===== config.mk =====
export PLATFORM = sky130hd
export DESIGN_NAME = adc_to_bcd_voltage
export DESIGN_NICKNAME = d
export VERILOG_FILES = /design/src/rtl/adc_to_bcd_voltage_pkg.sv /design/src/rtl/adc_to_bcd_voltage_bin2bcd_seq.sv /design/src/rtl/adc_to_bcd_voltage.sv
export SDC_FILE = /design/constraint.sdc
export NUM_CORES = 1
export LEC_CHECK = 0
export ABC_CLOCK_PERIOD_IN_PS = 7300
export CORE_MARGIN = 8
export CORE_UTILIZATION = 45
export DETAILED_ROUTE_END_ITERATION = 7
export SLEW_MARGIN = 15
export SYNTH_ARGS = -nofsm -noshare
export SYNTH_HDL_FRONTEND = slang
export SYNTH_SLANG_ARGS = --single-unit

===== constraint.sdc =====
create_clock -name clk -period 7.3 [get_ports clk]
set_input_delay 0.73 -clock clk [delete_from_list [all_inputs] [get_ports clk]]
set_output_delay 0.73 -clock clk [all_outputs]
set_load 0.05 [all_outputs]

===== src/rtl/adc_to_bcd_voltage_pkg.sv =====
// Shared definitions for the ADC-code to BCD-voltage converter.
//   state_e    : top-level sequencing states
//   BCD_W      : width of one BCD digit
//   BIN_W      : width of the clamped centivolt value fed to the converter
//   BCD_ACC_W  : width of the three-digit BCD accumulator
//   CLAMP_CV   : largest displayable value (9.99 V in centivolts)
//   DD_ITER    : double-dabble iterations, one per binary input bit
package adc_to_bcd_voltage_pkg;

  typedef enum logic [1:0] {
    ST_IDLE    = 2'd0,
    ST_SCALE   = 2'd1,
    ST_CONVERT = 2'd2,
    ST_LOAD    = 2'd3
  } state_e;

  localparam int          BCD_W     = 4;
  localparam int          BIN_W     = 10;
  localparam int          BCD_ACC_W = 3 * BCD_W;
  localparam logic [11:0] CLAMP_CV  = 12'd999;
  localparam logic [3:0]  DD_ITER   = 4'd10;

endpackage


===== src/rtl/adc_to_bcd_voltage_bin2bcd_seq.sv =====
// Sequential double-dabble converter: 10-bit binary to three BCD digits,
// one add-3/shift iteration per clock.
//   clk, rst_n : clock, async active-low reset
//   start      : first iteration happens on this edge, using bin_in
//   bin_in     : binary value, sampled only on the start edge
//   bcd_out    : BCD accumulator, final once the last iteration has run
//   done       : high in the cycle whose closing edge runs the last iteration
module bin2bcd_seq
  import adc_to_bcd_voltage_pkg::*;
(
  input  logic                 clk,
  input  logic                 rst_n,
  input  logic                 start,
  input  logic [BIN_W-1:0]     bin_in,
  output logic [BCD_ACC_W-1:0] bcd_out,
  output logic                 done
);

  logic [BIN_W-1:0]     bin_q, bin_d;
  logic [BCD_ACC_W-1:0] bcd_q, bcd_d;
  logic [3:0]           cnt_q, cnt_d;   // iterations still to run

  logic [BIN_W-1:0]     src_bin;
  logic [BCD_ACC_W-1:0] src_bcd;
  logic [BCD_ACC_W-1:0] adj;

  always_comb begin
    src_bin = bin_q;
    src_bcd = bcd_q;
    bin_d   = bin_q;
    bcd_d   = bcd_q;
    cnt_d   = cnt_q;
    adj     = '0;

    // On start the accumulator begins from zero so the first iteration is
    // folded into the load edge rather than costing an extra cycle.
    if (start) begin
      src_bin = bin_in;
      src_bcd = '0;
    end

    for (int i = 0; i < 3; i++) begin
      adj[i*BCD_W +: BCD_W] = (src_bcd[i*BCD_W +: BCD_W] >= 4'd5)
                            ? src_bcd[i*BCD_W +: BCD_W] + 4'd3
                            : src_bcd[i*BCD_W +: BCD_W];
    end

    if (start || (cnt_q != 4'd0)) begin
      bcd_d = {adj[BCD_ACC_W-2:0], src_bin[BIN_W-1]};
      bin_d = {src_bin[BIN_W-2:0], 1'b0};
      cnt_d = start ? (DD_ITER - 4'd1) : (cnt_q - 4'd1);
    end
  end

  always_ff @(posedge clk or negedge rst_n) begin
    if (!rst_n) begin
      bin_q <= '0;
      bcd_q <= '0;
      cnt_q <= '0;
    end else begin
      bin_q <= bin_d;
      bcd_q <= bcd_d;
      cnt_q <= cnt_d;
    end
  end

  assign bcd_out = bcd_q;
  assign done    = (cnt_q == 4'd1);

endmodule


===== src/rtl/adc_to_bcd_voltage.sv =====
// Converts a raw ADC code to a three-digit BCD voltage X.YZ.
//   clk, rst_n      : clock, async active-low reset
//   sample          : raw ADC code (ADC_W bits)
//   sample_valid    : sample presented this cycle
//   sample_ready    : block is idle and will accept a sample
//   integer_data    : volts digit
//   float1_data     : tenths digit
//   float2_data     : hundredths digit
//   data_valid      : one-cycle pulse when the digits update
//   overrange       : last result was clamped to 9.99
//
// state      | meaning
// -----------+------------------------------------------------------------
// ST_IDLE    | waiting for sample_valid; sample_ready high
// ST_SCALE   | cv = (sample * VREF_CV) >> ADC_W into cv_q; kick converter
// ST_CONVERT | double-dabble running, one iteration per cycle
// ST_LOAD    | copy digits and overrange to outputs, pulse data_valid
module adc_to_bcd_voltage
  import adc_to_bcd_voltage_pkg::*;
#(
  parameter int ADC_W   = 8,
  parameter int VREF_CV = 330
) (
  input  logic             clk,
  input  logic             rst_n,
  input  logic [ADC_W-1:0] sample,
  input  logic             sample_valid,
  output logic             sample_ready,
  output logic [3:0]       integer_data,
  output logic [3:0]       float1_data,
  output logic [3:0]       float2_data,
  output logic             data_valid,
  output logic             overrange
);

  localparam int PW = ADC_W + 12;

  state_e           state_q, state_d;
  logic [ADC_W-1:0] sample_q, sample_d;
  logic [11:0]      cv_q, cv_d;
  logic             start_q, start_d;
  logic [3:0]       int_q, int_d;
  logic [3:0]       f1_q, f1_d;
  logic [3:0]       f2_q, f2_d;
  logic             dv_q, dv_d;
  logic             ovr_q, ovr_d;

  logic                 ovr_pend;
  logic [BIN_W-1:0]     bin_w;
  logic [BCD_ACC_W-1:0] bcd_w;
  logic                 conv_done;

  // cv_q keeps the unclamped 12-bit product; the clamp and the pending
  // overrange flag are derived from it and stay stable until the next sample.
  assign ovr_pend = (cv_q > CLAMP_CV);
  assign bin_w    = ovr_pend ? CLAMP_CV[BIN_W-1:0] : cv_q[BIN_W-1:0];

  bin2bcd_seq u_bin2bcd (
    .clk     (clk),
    .rst_n   (rst_n),
    .start   (start_q),
    .bin_in  (bin_w),
    .bcd_out (bcd_w),
    .done    (conv_done)
  );

  always_comb begin
    state_d  = state_q;
    sample_d = sample_q;
    cv_d     = cv_q;
    start_d  = 1'b0;
    int_d    = int_q;
    f1_d     = f1_q;
    f2_d     = f2_q;
    dv_d     = 1'b0;
    ovr_d    = ovr_q;

    case (state_q)
      ST_IDLE: begin
        if (sample_valid) begin
          sample_d = sample;
          state_d  = ST_SCALE;
        end
      end
      ST_SCALE: begin
        cv_d    = 12'((PW'(sample_q) * PW'(VREF_CV)) >> ADC_W);
        start_d = 1'b1;
        state_d = ST_CONVERT;
      end
      ST_CONVERT: begin
        if (conv_done) state_d = ST_LOAD;
      end
      ST_LOAD: begin
        int_d   = bcd_w[11:8];
        f1_d    = bcd_w[7:4];
        f2_d    = bcd_w[3:0];
        ovr_d   = ovr_pend;
        dv_d    = 1'b1;
        state_d = ST_IDLE;
      end
      default: state_d = ST_IDLE;
    endcase
  end

  always_ff @(posedge clk or negedge rst_n) begin
    if (!rst_n) begin
      state_q  <= ST_IDLE;
      sample_q <= '0;
      cv_q     <= '0;
      start_q  <= 1'b0;
      int_q    <= '0;
      f1_q     <= '0;
      f2_q     <= '0;
      dv_q     <= 1'b0;
      ovr_q    <= 1'b0;
    end else begin
      state_q  <= state_d;
      sample_q <= sample_d;
      cv_q     <= cv_d;
      start_q  <= start_d;
      int_q    <= int_d;
      f1_q     <= f1_d;
      f2_q     <= f2_d;
      dv_q     <= dv_d;
      ovr_q    <= ovr_d;
    end
  end

  assign sample_ready = (state_q == ST_IDLE);
  assign integer_data = int_q;
  assign float1_data  = f1_q;
  assign float2_data  = f2_q;
  assign data_valid   = dv_q;
  assign overrange    = ovr_q;

endmodule


==> results.json, run 1 <==
{
  "status": "finished, final reports clean",
  "setup_ws_ps": 3879,
  "worst_clock_skew_ps": 7.419,
  "synth_compound_area_share_pct": 11.80,
  "grt-ovfl-total": 0,
  "ys_types": 44,
  "cts-hold-fix-buffers": 0,
  "grt_pass1_vias": 2564,
  "async_flop_share_pct": 100.0,
  "synth-seq-cells": 58,
  "slew_violations": 0,
  "cap_violations": 0,
  "startpoint_type": "register",
  "synth-simple-area-share_pct": 11.05,
  "dp.cells": 459,
  "first_iter_violations": 72,
  "cts_buffers": 9,
  "die_w_um": 105.9,
  "grt_use_met1_pct": 15.56,
  "postCtsSetupRepairBufs": 0,
  "drc": 0,
  "cts_resized": 0,
  "slew_headroom_pct": 34.18,
  "layout_commonest_cell": "dfrtp_1",
  "cts_root_buffer": "clkbuf_8",
  "crit_fanout": 6,
  "portBuffers": 24,
  "firstDrtPassIters": 5,
  "synthCells": 344,
  "die_area_um2": 11210,
  "synth_area_leader_cell": "dfrtp_1",
  "die_h_um": 105.9,
  "ys_seq_area_share_pct": 39.92,
  "tritoncts": "built",
  "path_class": "reg2reg",
  "clock_latency_ps": 330,
  "flow.area_growth_from_synthesis_pct": 15.66,
  "grt_max_degree": 59,
  "holdCritPathClass": "reg2reg",
  "initial_core_util_pct": 46.81,
  "cp.required_ps": 7550,
  "postSynthAreaPerCell_um2": 10.57,
  "h-tree-depth": 3,
  "fmax_mhz": 292.3,
  "ys.flop_type": "dfrtp_1",
  "via_count": 2530,
  "clock-sinks": 58,
  "clockBufferDepth": 2,
  "core-area_um2": 7767,
  "synth_edf_count": 0,
  "dp_hpwl_um": 5002,
  "synth.area.top_cells": "dfrtp_1 40%, ha_1 18%, mux2_2 7.1%, o21ai_0 3.3%, a21oi_1 3.0%",
  "worstSetupEndpointType": "register",
  "antenna_left": 0,
  "period_share_pct": 46.86,
  "mostFrequentLayoutCells": "58 x dfrtp_1, 53 x ha_1, 29 x nand2_1",
  "viasPerCell": 5.326,
  "grt_most_used_layer": "met2",
  "grt_antenna_before_repair": 0,
  "grt_use_total_pct": 13.07,
  "routed_wl_um": 6661,
  "post-place-ws_ps": 3885,
  "grt_pass1_wl_um": 12070,
  "rsz0062_at_grt": "false",
  "use_met3_pct": 4.046,
  "tightestPinTransition_ps": 985.0,
  "globalplace.congestion": 0.7715,
  "drive_gt1_share_pct": 13.40,
  "setup_tns_ps": 0,
  "synth_top_family_by_area": "adder cells",
  "min_period_ps": 3421,
  "arrival_ps": 3670,
  "synthAdderAreaFrac_pct": 20.99,
  "syn_area_um2": 3636,
  "num_io_pins": 26,
  "antenna_cells": 0,
  "final-setup-viol-count": 0,
  "synth_xor_area_share_pct": 2.168,
  "fin_nets": 437,
  "yosys_warnings": 0,
  "report.final.hold_viol_count": 0,
  "cts.clk_slew.worst_paths_ps": 70,
  "wl_per_cell_um": 14.02,
  "fp-row-count": 32,
  "finalNonFillerCells": 475,
  "use_met2_pct": 21.31,
  "yosysTopAreaCellShare_pct": 39.92,
  "synth_nets": 413,
  "synth.area.mux_share_pct": 10.56
}
-- layer usage --
layer,routed length [µm],up-vias
li1,-,1265
met2,3192,39
met3,282,10
met5,0,-
met1,3073,1216
met4,112,0
-- registers in the layout, indices dropped and copies added, names as in the netlist --
signal and cells:
cv_q 9, data_valid 1, float1_data 4, float2_data 4
integer_data 4, sample_q 8, start_q 1, state_q 2
u_bin2bcd.bcd_out 12, u_bin2bcd.bin_q 9, u_bin2bcd.cnt_q 4
-- final cells by class --
type | instances | area [µm²]
fill | 724 | 3562
clock buffer | 13 | 178.9
inverter | 18 | 67.56
clock inverter | 3 | 68.82
tap | 102 | 127.6
multi-input combinational | 255 | 2061
sequential | 58 | 1451
timing repair buffer | 26 | 250.2
-- cells in the mapped netlist, drive strengths merged, types with 2 or more instances --
master,number
nand2,29
nor3,3
buf,5
clkbuf,8
ha,53
a31o,3
o21ai,24
or4,2
a21oi,22
nor2,20
xor2,3
xnor2,6
nand2b,11
mux2,24
fa,5
inv,18
nand3,8
mux2i,11
o31ai,2
a2bb2oi,2
o211ai,3
dfrtp,58
a211oi,6
-- per-stage QoR --
stage          utilization [%]  hold WS, ps  instance area [µm²]
2_1_floorplan                -        434.4                 3636
3_3_place_gp             50.95        463.5                 3958
3_5_place_dp             50.95        472.8                 3958
4_1_cts                  54.14        487.3                 4205
5_1_grt                  54.14        512.2                 4205
6_report                 54.14        479.0                 4205
-- cell families after synthesis --
family                     after synthesis
other                                    1
buffers and inverters                   31
adders and majority gates               58
xor gates and xnor gates                 9
muxes                                   35
AOI/OAI and AO/OA                       70
and+or+nand+nor                         82
DFF                                     58
-- final timing paths --
| check | startpoint | endpoint | slack (ps) | cells past startpoint |
|---|---|---|---|---|
| min in group asynchronous | rst_n | u_bin2bcd.bcd_out[6]$_DFFE_PN0P_ | 540 | 2 |
| worst max register to register | sample_q[3]$_DFFE_PN0P_ | cv_q[5]$_DFFE_PN0P_ | 3880 | 11 |
| worst min-delay path | cv_q[2]$_DFFE_PN0P_ | u_bin2bcd.bin_q[3]$_DFFE_PN0P_ | 480 | 2 |
| worst max-delay path | sample_q[3]$_DFFE_PN0P_ | cv_q[5]$_DFFE_PN0P_ | 3880 | 11 |
| max in group asynchronous | rst_n | u_bin2bcd.cnt_q[0]$_DFFE_PN0P_ | 6290 | 2 |
| worst min register to register | cv_q[2]$_DFFE_PN0P_ | u_bin2bcd.bin_q[3]$_DFFE_PN0P_ | 480 | 2 |
-- critical path, stage by stage, from the launching register on --
cell and delay (ps):
dfrtp_1 420, ha_1 320, inv_1 60, fa_1 510
inv_1 50, ha_1 280, ha_1 280, ha_1 390
o2111ai_1 150, o211ai_1 320, or4b_1 470, o211ai_1 100
Power of run 1 is not shown: default switching activity piles up to over one toggle a cycle in this logic, so the estimate is an artifact.
==> run 2, diff against run 1 <==
--- a/config.mk
+++ b/config.mk
@@ -5,10 +5,11 @@
 export SDC_FILE = /design/constraint.sdc
 export NUM_CORES = 1
 export LEC_CHECK = 0
-export ABC_CLOCK_PERIOD_IN_PS = 7300
+export ABC_CLOCK_PERIOD_IN_PS = 2900
 export CORE_MARGIN = 8
 export CORE_UTILIZATION = 45
 export DETAILED_ROUTE_END_ITERATION = 7
+export PLACE_DENSITY = 0.66
 export SLEW_MARGIN = 15
 export SYNTH_ARGS = -nofsm -noshare
 export SYNTH_HDL_FRONTEND = slang
==> constraint.sdc (replaced) <==
create_clock -name clk -period 2.9 [get_ports clk]
set_input_delay 0.29 -clock clk [delete_from_list [all_inputs] [get_ports clk]]
set_output_delay 0.29 -clock clk [all_outputs]
set_load 0.05 [all_outputs]
==> results.json, run 2 (same netlist as run 1, synthesis figures left out) <==
{
  "grt_pass1_vias": 2751,
  "die_w_um": 105.9,
  "top_layer": "met4",
  "portBuffers": 24,
  "ff2ff_path_depth": 11,
  "worst-path-stages": 11,
  "fill_cells": 656,
  "globalplace.congestion": 0.8056,
  "viasPerCell": 5.352,
  "mostFrequentLayoutCells": "55 x dfrtp_1, 37 x ha_1, 31 x buf_4",
  "setup_ws_ps": -217.3,
  "fp-row-count": 32,
  "holdPathStages": 2,
  "cts_buffers": 9,
  "met3_length_um": 296,
  "largest_reg_flops": 12,
  "rsz0062_at_grt": "true",
  "crit_chain": "ha_4 > inv_2 > fa_1 > inv_2 > ha_4 > ha_4 > ha_4 > o2111ai_2 > o211ai_1 > or4b_1 > o211ai_1",
  "tightestPinTransition_ps": 747.0,
  "cp.required_ps": 3150,
  "slew_headroom_pct": 50.08,
  "tritoncts": "built",
  "hold_start": "cv_q[6]$_DFFE_PN0P_",
  "fmax_mhz": 320.8,
  "clock-sinks": 58,
  "dp_hpwl_um": 5484,
  "crit_path_frequent_cell": "ha_4",
  "hold_ws_ps": 482.7,
  "clock_latency_ps": 340,
  "fin_nets": 467,
  "via_count": 2703,
  "h-tree-depth": 3,
  "r2r-end": "cv_q[5]$_DFFE_PN0P_",
  "hold_end": "cv_q[6]$_DFFE_PN0P_",
  "die_h_um": 105.9,
  "layout_commonest_cell": "dfrtp_1",
  "status": "complete, but fails checks",
  "core-area_um2": 7767,
  "cap_violations": 0,
  "min_period_ps": 3117,
  "antenna_left": 0,
  "die_area_um2": 11210,
  "wl_met1_um": 3416,
  "slowest_delay_ps": 500,
  "initial_core_util_pct": 46.81,
  "cts.clk_slew.worst_paths_ps": 70,
  "critical_path.slowest_cell": "fa_1",
  "routed_wl_um": 7686,
  "firstDrtPassIters": 4,
  "startpoint_type": "register",
  "flow.area_growth_from_synthesis_pct": 29.22,
  "grt_max_degree": 30,
  "r2r_slack_ps": -220,
  "path_delay_family": "adder cells",
  "grt_antenna_before_repair": 0,
  "grt_pass1_wl_um": 12920,
  "worst_clock_skew_ps": 8.380,
  "arrival_ps": 3370,
  "r2r_start": "sample_q[3]$_DFFE_PN0P_",
  "drive_gt1_share_pct": 26.80,
  "holdCritPathClass": "reg2reg",
  "report.final.hold_viol_count": 0,
  "drc": 0,
  "num_io_pins": 26,
  "slew_violations": 0,
  "wl_met2_um": 3883,
  "first_iter_violations": 109,
  "final-setup-viol-count": 7,
  "path_class": "reg2reg",
  "final_core_util_pct": 60.49,
  "clockBufferDepth": 2,
  "period_share_pct": 107.5,
  "grt_use_total_pct": 13.89,
  "worstSetupEndpointType": "register",
  "cts_root_buffer": "clkbuf_8",
  "grt-ovfl-total": 0,
  "violations": "setup timing",
  "crit_fanout": 5,
  "critical_path_buf_inv_count": 2,
  "setup_tns_ps": -1107,
  "antenna_cells": 0,
  "wl_per_cell_um": 15.22
}
## run 2: cell count changes in the layout (fill, tap and decap cells not counted), sizes merged
cell | previous run | this run
dlygate4sd3 | 0 | 1
buf | 3 | 32
## run 2: metal layers
layer | vias up | global-route usage (%)
met4 | 0 | 5.427
met5 | - | 0
met2 | 43 | 23.50
met3 | 10 | 3.563
li1 | 1324 | -
met1 | 1326 | 16.52
## run 2: per-stage QoR
step	cells	setup slack [ps]	area [µm²]
final	505	-217.3	4698
after global routing	505	-317.8	4698
after CTS	504	-193.8	4573
after detailed placement	485	-218.7	4284
after global placement	485	-124.9	4284
after floorplan	344	-76.99	3767
## run 2: layout make-up
cell class	count	area, µm²	area share [%]
multi-input combinational	255	2322	49.43
sequential	58	1455	30.97
timing repair buffer	56	478.0	10.17
clock buffer	13	178.9	3.808
tap	102	127.6	2.716
clock inverter	3	68.82	1.465
inverter	18	67.56	1.438
## run 2: worst max path at each step
stage | start | end | slack [ps]
2_1_floorplan | sample_q[3]$_DFFE_PN0P_ | cv_q[5]$_DFFE_PN0P_ | -80
3_3_place_gp | sample_q[4]$_DFFE_PN0P_ | cv_q[4]$_DFFE_PN0P_ | -120
3_5_place_dp | sample_q[3]$_DFFE_PN0P_ | cv_q[5]$_DFFE_PN0P_ | -220
4_1_cts | sample_q[3]$_DFFE_PN0P_ | cv_q[5]$_DFFE_PN0P_ | -190
5_1_grt | sample_q[3]$_DFFE_PN0P_ | cv_q[5]$_DFFE_PN0P_ | -320
6_report | sample_q[3]$_DFFE_PN0P_ | cv_q[5]$_DFFE_PN0P_ | -220
## run 2: tightest hold or removal path, cell delays in order, from the launching register on
cell	delay, ps
dfrtp_1	340
nand2_1	50
o31ai_1	60
## run 2: timing repair
item	CTS	global route
setup buffers	2	1
hold buffers	1	0
pin swaps	4	13
setup endpoints to repair	7	8
endpoints found under the hold margin	25	0
gates resized for setup	4	22
Power of run 2 is left out for the same reason.
==> run 3, diff against run 2 <==
--- a/config.mk
+++ b/config.mk
@@ -6,7 +6,8 @@
 export NUM_CORES = 1
 export LEC_CHECK = 0
 export ABC_CLOCK_PERIOD_IN_PS = 2900
-export CORE_MARGIN = 8
+export CAP_MARGIN = 30
+export CORE_MARGIN = 1
 export CORE_UTILIZATION = 45
 export DETAILED_ROUTE_END_ITERATION = 7
 export PLACE_DENSITY = 0.66
==> results.json, run 3 (same netlist as run 1, synthesis figures left out) <==
{
  "status": "complete, but fails checks",
  "violations": "setup timing",
  "dp_hpwl_um": 5135,
  "cts.clk_slew.worst_paths_ps": 70,
  "multi_input_area_um2": 2349,
  "rsz0062_at_grt": "true",
  "grt-ovfl-total": 0,
  "routed_wl_um": 6983,
  "clock-sinks": 58,
  "slew_headroom_pct": 50.94,
  "core-area_um2": 7767,
  "viasPerCell": 5.263,
  "fmax_mhz": 325.3,
  "die_area_um2": 8444,
  "die_w_um": 91.89,
  "tritoncts": "built",
  "drc": 0,
  "hold_ws_ps": 10.50,
  "cts_root_buffer": "clkbuf_8",
  "grt_pass1_vias": 2626,
  "finalNonFillerCells": 499,
  "r2r_slack_ps": -170,
  "clock_latency_ps": 340,
  "path_class": "reg2reg",
  "r2r_start": "sample_q[2]$_DFFE_PN0P_",
  "first_iter_violations": 76,
  "critical_path.endpoint": "cv_q[4]$_DFFE_PN0P_",
  "largest_reg_flops": 12,
  "num_io_pins": 26,
  "final-setup-viol-count": 7,
  "grt_use_total_pct": 18.45,
  "startpoint_type": "register",
  "crit_fanout": 3,
  "grt_pass1_wl_um": 12250,
  "holdCritPathClass": "in2async",
  "period_share_pct": 106.0,
  "h-tree-depth": 3,
  "antenna_left": 0,
  "antenna_cells": 0,
  "layout_commonest_cell": "dfrtp_1",
  "arrival_ps": 3290,
  "flow.area_growth_from_synthesis_pct": 27.74,
  "grt_max_degree": 32,
  "cp-startpoint": "sample_q[2]$_DFFE_PN0P_",
  "worst_clock_skew_ps": 14.76,
  "fin_nets": 462,
  "fp-row-count": 32,
  "setup_ws_ps": -174.3,
  "grt_antenna_before_repair": 0,
  "worstSetupEndpointType": "register",
  "post-place-ws_ps": -211.7,
  "slew_violations": 0,
  "fill_cells": 668,
  "mostFrequentLayoutCells": "55 x dfrtp_1, 36 x ha_1, 29 x nand2_1",
  "cap_violations": 0,
  "tightestPinTransition_ps": 735.9,
  "ff2ff_path_depth": 10,
  "report.final.hold_viol_count": 0,
  "cp.required_ps": 3120,
  "globalplace.congestion": 0.7856,
  "clockBufferDepth": 2,
  "r2r-end": "cv_q[4]$_DFFE_PN0P_",
  "via_count": 2626,
  "seqCellArea_um2": 1455,
  "dp.cells": 482,
  "cts_buffers": 9,
  "portBuffers": 24,
  "firstDrtPassIters": 4,
  "min_period_ps": 3074,
  "die_h_um": 91.89,
  "drive_gt1_share_pct": 26.20,
  "initial_core_util_pct": 46.81,
  "wl_per_cell_um": 13.99,
  "cts-hold-fix-buffers": 0
}
==> run 3: cell type report <==
| type | instances | area share (%) |
|---|---|---|
| Timing Repair Buffer | 51 | 9.968 |
| Tap cell | 102 | 2.748 |
| Sequential cell | 58 | 31.33 |
| Multi-Input combinational cell | 255 | 50.57 |
| Clock buffer | 9 | 2.667 |
| Inverter | 18 | 1.455 |
| Clock inverter | 6 | 1.266 |
==> run 3: worst min path at each step <==
| stage | to | cells after the start | startpoint | slack (ps) |
|---|---|---|---|---|
| after floorplan | cv_q[0]$_DFFE_PN0P_ | 0 | rst_n | -6 |
| after global placement | u_bin2bcd.bin_q[6]$_DFFE_PN0P_ | 1 | rst_n | 390 |
| after detailed placement | u_bin2bcd.bin_q[6]$_DFFE_PN0P_ | 1 | rst_n | 400 |
| after CTS | integer_data[0]$_DFFE_PN0P_ | 1 | rst_n | 40 |
| after global routing | integer_data[0]$_DFFE_PN0P_ | 1 | rst_n | 70 |
| final | u_bin2bcd.bin_q[6]$_DFFE_PN0P_ | 1 | rst_n | 10 |
==> run 3: timing repair <==
| action | CTS | global route |
|---|---|---|
| buffers inserted | 1 | 1 |
| endpoints found under the setup margin | 8 | 8 |
| gates cloned | 0 | 0 |
| gates resized for setup | 19 | 9 |
| pin swaps | 12 | 7 |
==> run 3: per-stage QoR <==
stage               area [µm²]  TNS (ps)  utilization (%)
floorplan                 3767    -77.45                -
global placement          4274    -747.4            55.03
detailed placement        4274    -863.2            55.03
CTS                       4597    -578.6            59.18
global route              4644     -1697            59.79
finish                    4644    -785.1            59.79
==> run 3: per-layer routing <==
layer	part of all wire, %	wire, µm	track usage (%)	up-vias
met5	0	0	0	-
met3	2.6	183	4.726	7
met1	47	3290	22.81	1269
met4	1.1	78	5.078	0
met2	49	3431	31.84	37
li1	-	-	-	1313
==> run 3: critical path: stages (launching register included) <==
cell and delay (ps):
dfrtp_2 450, ha_4 290, ha_4 200, fa_1 590, ha_4 220, ha_4 290, o21ai_4 70, nor4b_4 370
nor3b_4 100, xnor2_1 140, mux2_4 250
Power of run 3 is left out for the same reason.
